## config.mk

```make
export PLATFORM = sky130hd
export DESIGN_NAME = quad_step_decoder
export DESIGN_NICKNAME = d
export VERILOG_FILES = /design/src/rtl/quad_step_decoder.sv
export SDC_FILE = /design/constraint.sdc
export NUM_CORES = 1
export LEC_CHECK = 0
export CORE_MARGIN = 3
export CORE_UTILIZATION = 51
export DETAILED_ROUTE_END_ITERATION = 8
export MAX_ROUTING_LAYER = met4
export PLACE_DENSITY = 0.81
export SYNTH_ARGS = -nofsm -noshare
export SYNTH_HDL_FRONTEND = slang
export SYNTH_SLANG_ARGS = --single-unit
```

## constraint.sdc

```tcl
create_clock -name clk -period 6.2 [get_ports clk]
set_clock_uncertainty 0.2 [all_clocks]
set_input_delay 1.24 -clock clk [delete_from_list [all_inputs] [get_ports clk]]
set_output_delay 1.24 -clock clk [all_outputs]
set_load 0.005 [all_outputs]
```

## src/rtl/quad_step_decoder.sv

```systemverilog
// Quadrature step decoder: synchronizes an A/B encoder pair, emits one-cycle
// up/down/err pulses and keeps a loadable, wrapping position count.
module quad_step_decoder #(
  parameter int WIDTH = 4
) (
  input  logic             clk,
  input  logic             rst,
  input  logic             a_in,
  input  logic             b_in,
  input  logic             load,
  input  logic [WIDTH-1:0] data_in,
  output logic             up,
  output logic             down,
  output logic             err,
  output logic             err_flag,
  output logic [WIDTH-1:0] count
);

  typedef enum logic {
    ST_INIT  = 1'b0,
    ST_TRACK = 1'b1
  } state_t;

  state_t     state_r;
  logic [1:0] fill_r;
  logic [1:0] prev_r;
  logic       s1_a_r, s2_a_r, s1_b_r, s2_b_r;
  logic [1:0] cur_s;
  logic [1:0] delta_s;
  logic       step_up_s, step_dn_s, step_err_s;

  // Position of a phase pair along the forward cycle 00 -> 10 -> 11 -> 01.
  function automatic logic [1:0] phase_index(input logic [1:0] ab);
    case (ab)
      2'b00:   phase_index = 2'd0;
      2'b10:   phase_index = 2'd1;
      2'b11:   phase_index = 2'd2;
      2'b01:   phase_index = 2'd3;
      default: phase_index = 2'd0;
    endcase
  endfunction

  // Two-flop synchronizer for each phase.
  always_ff @(posedge clk or posedge rst) begin
    if (rst) begin
      s1_a_r <= 1'b0;
      s2_a_r <= 1'b0;
      s1_b_r <= 1'b0;
      s2_b_r <= 1'b0;
    end else begin
      s1_a_r <= a_in;
      s2_a_r <= s1_a_r;
      s1_b_r <= b_in;
      s2_b_r <= s1_b_r;
    end
  end

  // Step classification from the cyclic distance between current and previous phase.
  always_comb begin
    cur_s      = {s2_a_r, s2_b_r};
    delta_s    = phase_index(cur_s) - phase_index(prev_r);
    step_up_s  = 1'b0;
    step_dn_s  = 1'b0;
    step_err_s = 1'b0;
    if (state_r == ST_TRACK) begin
      case (delta_s)
        2'd1:    step_up_s  = 1'b1;
        2'd2:    step_err_s = 1'b1;
        2'd3:    step_dn_s  = 1'b1;
        default: step_up_s  = 1'b0;
      endcase
    end else begin
      step_up_s  = 1'b0;
      step_dn_s  = 1'b0;
      step_err_s = 1'b0;
    end
  end

  // Tracking FSM with registered pulses, count and sticky error.
  always_ff @(posedge clk or posedge rst) begin
    if (rst) begin
      state_r  <= ST_INIT;
      fill_r   <= 2'd0;
      prev_r   <= 2'b00;
      up       <= 1'b0;
      down     <= 1'b0;
      err      <= 1'b0;
      err_flag <= 1'b0;
      count    <= '0;
    end else begin
      up   <= step_up_s;
      down <= step_dn_s;
      err  <= step_err_s;
      case (state_r)
        ST_INIT: begin
          // prev is captured only once the synchronizer holds post-reset samples
          if (fill_r == 2'd2) begin
            prev_r  <= cur_s;
            state_r <= ST_TRACK;
          end else begin
            fill_r <= fill_r + 2'd1;
          end
        end
        ST_TRACK: prev_r  <= cur_s;
        default:  state_r <= ST_INIT;
      endcase
      if (load) begin
        count    <= data_in;
        err_flag <= 1'b0;
      end else if (step_up_s) begin
        count <= count + WIDTH'(1);
      end else if (step_dn_s) begin
        count <= count - WIDTH'(1);
      end else if (step_err_s) begin
        err_flag <= 1'b1;
      end else begin
        count <= count;
      end
    end
  end

endmodule

```

# After elaboration in Yosys (flattened, before gate mapping)
# Cells that the tools add are included.
op_classes:
  n_addsub: 4
  mul: 0
  div_mod_pow: 0
  order_cmp: 0
  n_eq_ne: 13
  n_shift: 0
  mux: 19
  n_bitwise: 2
  n_reduce_logical: 6
op_table:
  columns: ["op", "n"]
  rows:
  - ["$pmux W2 S4", 2]
  - ["$eq A2 B2 Y1 const B", 7]
  - ["$mux W1", 12]
  - ["$mux W4", 3]
  - ["$eq A2 B1 Y1 const B", 3]
  - ["$ne A2 B2 Y1 const B", 3]
  - ["$add A4 B1 Y4 const B", 1]
  - ["$logic_not A2 Y1", 2]
  - ["$pmux W2 S2", 1]
  - ["$sub A4 B1 Y4 const B", 1]
  - ["$reduce_and A3 Y1", 1]
  - ["$reduce_bool A3 Y1", 1]
  - ["$add A2 B1 Y2 const B", 1]
  - ["$mux W2", 1]
  - ["$not A1 Y1", 2]
  - ["$reduce_and A2 Y1", 1]
  - ["$reduce_bool A2 Y1", 1]
  - ["$sub A2 B2 Y2", 1]
word_totals:
  regBits: 17
  latchBits: 0
  ram_bits: 0
  romBits: 0
  in_bits: 9
  out_inout_bits: 8
  elab_cells: 56
  n_memories: 0

# Longest topological paths before layout
depth:
  depth_word: 10
  ltp_mapped: 10
  depth_no_buf: 9

# Least setup slack after synthesis
# No wires, ideal clock.
synth_path:
  path_kind: "register to register"
  from: "reg prev_r[0]"
  to: "reg count[3]"
  arrival_time_ns: 2.598
  required_time_ns: 5.918
  slack_ns: 3.320
  stages_incl_launch_ff: 11
  period_less_slack_ns: 2.880
  path_cell_list: "dfrtp_1 xor2_1 ha_1 nand2b_1 clkbuf_1 or2_1 ha_1 a21oi_1 a21boi_0 or4_1 a31oi_1"
synth_between:
  elab_chain_len: 8
synth_rtl:
  columns: ["item", "line", "text"]
  rows:
  - ["start: declaration", "26", "logic [1:0] prev_r;"]
  - ["start signal: assignment", "98", "prev_r <= cur_s;"]
  - ["start signal: assignment", "104", "ST_TRACK: prev_r <= cur_s;"]
  - ["$eq A2 B1 Y1 (tied with other cells)", "34", "case (ab)"]
  - ["$pmux W2 S4 *", "34", null]
  - ["$sub A2 B2 Y2 *", "61", "delta_s = phase_index(cur_s) - phase_index(prev_r);"]
  - ["$eq A2 B1 Y1", "66", "case (delta_s)"]
  - ["$mux W1", "66", null]
  - ["$mux W1", "65", "if (state_r == ST_TRACK) begin"]
  - ["$mux W4", "110", "end else if (step_up_s) begin"]
  - ["$mux W4", "107", "if (load) begin"]
  - ["end signal: assignment", "108", "count <= data_in;"]
  - ["end signal: assignment", "111", "count <= count + WIDTH'(1);"]
  - ["end signal: assignment", "113", "count <= count - WIDTH'(1);"]
  - ["end: declaration", "16", "output logic [WIDTH-1:0] count"]
# Mark *: on every way between the ends. The rest lies on a longest branch, timed or not.
# A chain may end at the register's enable or synchronous reset.

# Worst setup path in the final report
# Same ends and word-level chain as after synthesis.

==> results.cfg <==
[run_status]
outcome = finished, final reports clean

[timing]
final-hold-violation-count = 0
slew_headroom_pct = 58.7
final-setup-viol-count = 0
final.setup.tns_ns = 0
rsz0062_at_grt = no
period_utilisation_layout_pct = 48.8
maxClockFrequency_mhz = 330
finalCriticalPeriod_ns = 3.03
worst-slew-pin-transition_ns = 0.619
timing_max_transition_violations_final = 0

[routing]
drt.antenna.violating_nets = 0
drc_violations = 0
firstDrtPassIters = 3
via_count = 513
initialDrtViolationCount = 3
post_drt_wl_per_cell_um = 13.2
postRouteWirelength_um = 1270
via_per_inst = 5.34

[cells_and_area]
layout.nets = 96
max_ffs_per_register = 4
post-route-cell-area_um2 = 953
n_antenna_cell = 0
layout_commonest_cell = dfrtp_1
fin_cells = 96
registers_with_the_most_flip_flops = count (4), fill_r (2), prev_r (2)
layout-drive-gt1-share_pct = 6.17
area_growth_syn_to_layout_pct = 27.0
highest_count_cells_in_the_layout_ignoring_fill_and_taps = dfrtp_1 (17), clkdlybuf4s50_1 (16), nor2_1 (5), inv_1 (5)
top_register = count

[synth]
netlist-cell-type-count = 24
syn_avg_cell_area_um2 = 12.1
synth.ff_latch_count = 17
synth_area_um2 = 751
synth.net_count = 76
postSynthCellCount = 62
proportion_of_synthesized_chip_area_in_sequential_cells_pct = 56.7
yosysWarnings = 0

[placed_design]
port_buffers = 16
placed_cell_area_um2 = 926
place_congestion = 0.724
hpwlAfterDp_um = 978
dp.cells = 92

[floorplan]
die-width_um = 44.4
chipHeight_um = 44.4
floorplan.io_pins = 17
floorplan.die_area_um2 = 1970
initial_core_util_pct = 56.3
core_area_um2 = 1330
placement_rows = 13

[power_and_ir_drop]
pwr-share-clk_pct = 20.7
static-leakage-power_nw = 0.436
vdd_drop_max_v = 0.000165
total_switching_power_mw = 0.0829
power_frac_comb_pct = 31.9
swShare_pct = 29.2
power.density_cell_area_nw_per_um2 = 298
sequentialPowerShare_pct = 47.4
internal-power_mw = 0.201

[clock_tree]
cts_buffers = 3
clkTransAtPathRegs_ns = 0.10
cts_resized = 0
number_of_buffers_inserted_by_post_cts_setup_repair = 0
root_buffer = clkbuf_4
clock_latency_ns = 0.29
tritoncts_clock_tree = done
clkSinkCount = 17
cts_buffer_depth = 2
clock_tree.htree_level_count = 1
postCtsHoldBufs = 0

[worst_setup_path]
worstPathMaxFanout = 8
ff2ff_path_depth = 9
worst-r2r-setup-slack_ns = 3.17
crit_path_start_kind = flip-flop
arrival_ns = 3.05
crit-reg2reg-capture = count[3]$_DFFE_PP0P_
reg_to_reg_critical_path_startpoint = prev_r[0]$_DFFE_PP0N_
setup.worst_path.end_class = flip-flop
timing.critical_path.required_ns = 6.22
timing.setup.critical_path_class = flip-flop to flip-flop

[global_routing]
grt_use_total_pct = 16.8
grt_overflow = 0
largest_net_degree_at_the_start_of_global_routing = 18
vias_in_the_first_global_route = 487
antenna_found_initial = 0
grt_pass1_wl_um = 2220

[hold_path]
min-delay-path-class = flip-flop to flip-flop
timing.hold.worst_path_depth = 0
hp-start = s1_b_r$_DFF_PP0_
worstHoldEndpoint = s2_b_r$_DFF_PP0_

[flow_run]
cap_violations = 0
==> layer usage <==
layer | wire length [um] | GRT usage, % | up-vias | share of wire (%)
li1 | - | - | 247 | -
met1 | 517 | 19.5 | 246 | 41
met2 | 659 | 27.0 | 15 | 52
met3 | 54 | 2.44 | 5 | 4.3
met4 | 38 | 10.8 | 0 | 3.0
met5 | 0 | - | - | 0
==> Yosys cell counts (all sizes together) <==
cell type  count  area, um^2
dfrtp         17         425
fa             1        20.0
o21ai          4        20.0
nand2          4        15.0
inv            5        18.8
a31oi          1        6.26
a21boi         1        7.51
and3b          1        8.76
xor2           2        17.5
nand2b         1        6.26
mux2           2        22.5
a21oi          2        10.0
nand3          1        5.00
o31ai          1        7.51
xor3           1        25.0
ha             4        50.1
and3           1        6.26
or2            1        6.26
xnor2          3        26.3
clkbuf         1        3.75
mux2i          1        10.0
or4            1        7.51
nor2           5        18.8
nor2b          1        6.26
==> critical path, stage by stage (launching register included) <==
cell and delay [ns]:
dfrtp_1 0.43, xor2_1 0.18, ha_1 0.28, nand2b_1 0.27, or2_1 0.35, ha_1 0.34
a21oi_1 0.16, a21boi_0 0.12, or4_1 0.46, a31oi_1 0.17
==> power groups by stage <==
stage | clock (mW) | combinational, mW | sequential [mW]
floorplan | 0 | 0.0514 | 0.137
global placement | 0 | 0.0875 | 0.136
detailed placement | 0 | 0.0916 | 0.137
CTS | 0.0610 | 0.0923 | 0.135
global route | 0.0659 | 0.101 | 0.137
finish | 0.0588 | 0.0905 | 0.135
==> cell families after synthesis <==
kind of cell	synth area share [%]
multiplexers	4.33
AND/OR/NAND/NOR	10.7
AO/OA/AOI/OAI	6.83
buffers and inverters	3.00
adder cells (fa/ha/maj)	9.33
XOR/XNOR	9.17
flip-flops	56.7
==> metrics by stage <==
| stage | power (mW) | util (%) | hold WS, ns | worst slack (ns) |
|---|---|---|---|---|
| CTS | 0.288 | 71.5 | 0.166 | 3.14 |
| global route | 0.304 | 71.5 | 0.187 | 3.05 |
| global placement | 0.224 | 69.4 | 0.132 | 3.24 |
| finish | 0.284 | 71.5 | 0.166 | 3.17 |
| detailed placement | 0.229 | 69.4 | 0.136 | 3.17 |
| floorplan | 0.188 | - | 0.131 | 3.32 |
==> area by class of cell <==
cell class	count	area [um^2]
fill	109	380
sequential	17	425
clock buffer	3	22.5
tap	15	18.8
inverter	5	18.8
multi-input combinational	39	303
timing repair buffer	16	160
clock inverter	1	5.00
==> how the worst max path moves through the flow <==
stage,depth (start not counted),startpoint,end,slack [ns]
floorplan,10,prev_r[0]$_DFFE_PP0N_,count[3]$_DFFE_PP0P_,3.32
finish,9,prev_r[0]$_DFFE_PP0N_,count[3]$_DFFE_PP0P_,3.17
CTS,9,prev_r[0]$_DFFE_PP0N_,count[3]$_DFFE_PP0P_,3.14
global placement,9,prev_r[0]$_DFFE_PP0N_,count[3]$_DFFE_PP0P_,3.24
global route,9,prev_r[0]$_DFFE_PP0N_,count[3]$_DFFE_PP0P_,3.05
detailed placement,9,prev_r[0]$_DFFE_PP0N_,count[3]$_DFFE_PP0P_,3.17
No activity file was read; power rests on OpenSTA's default activity.
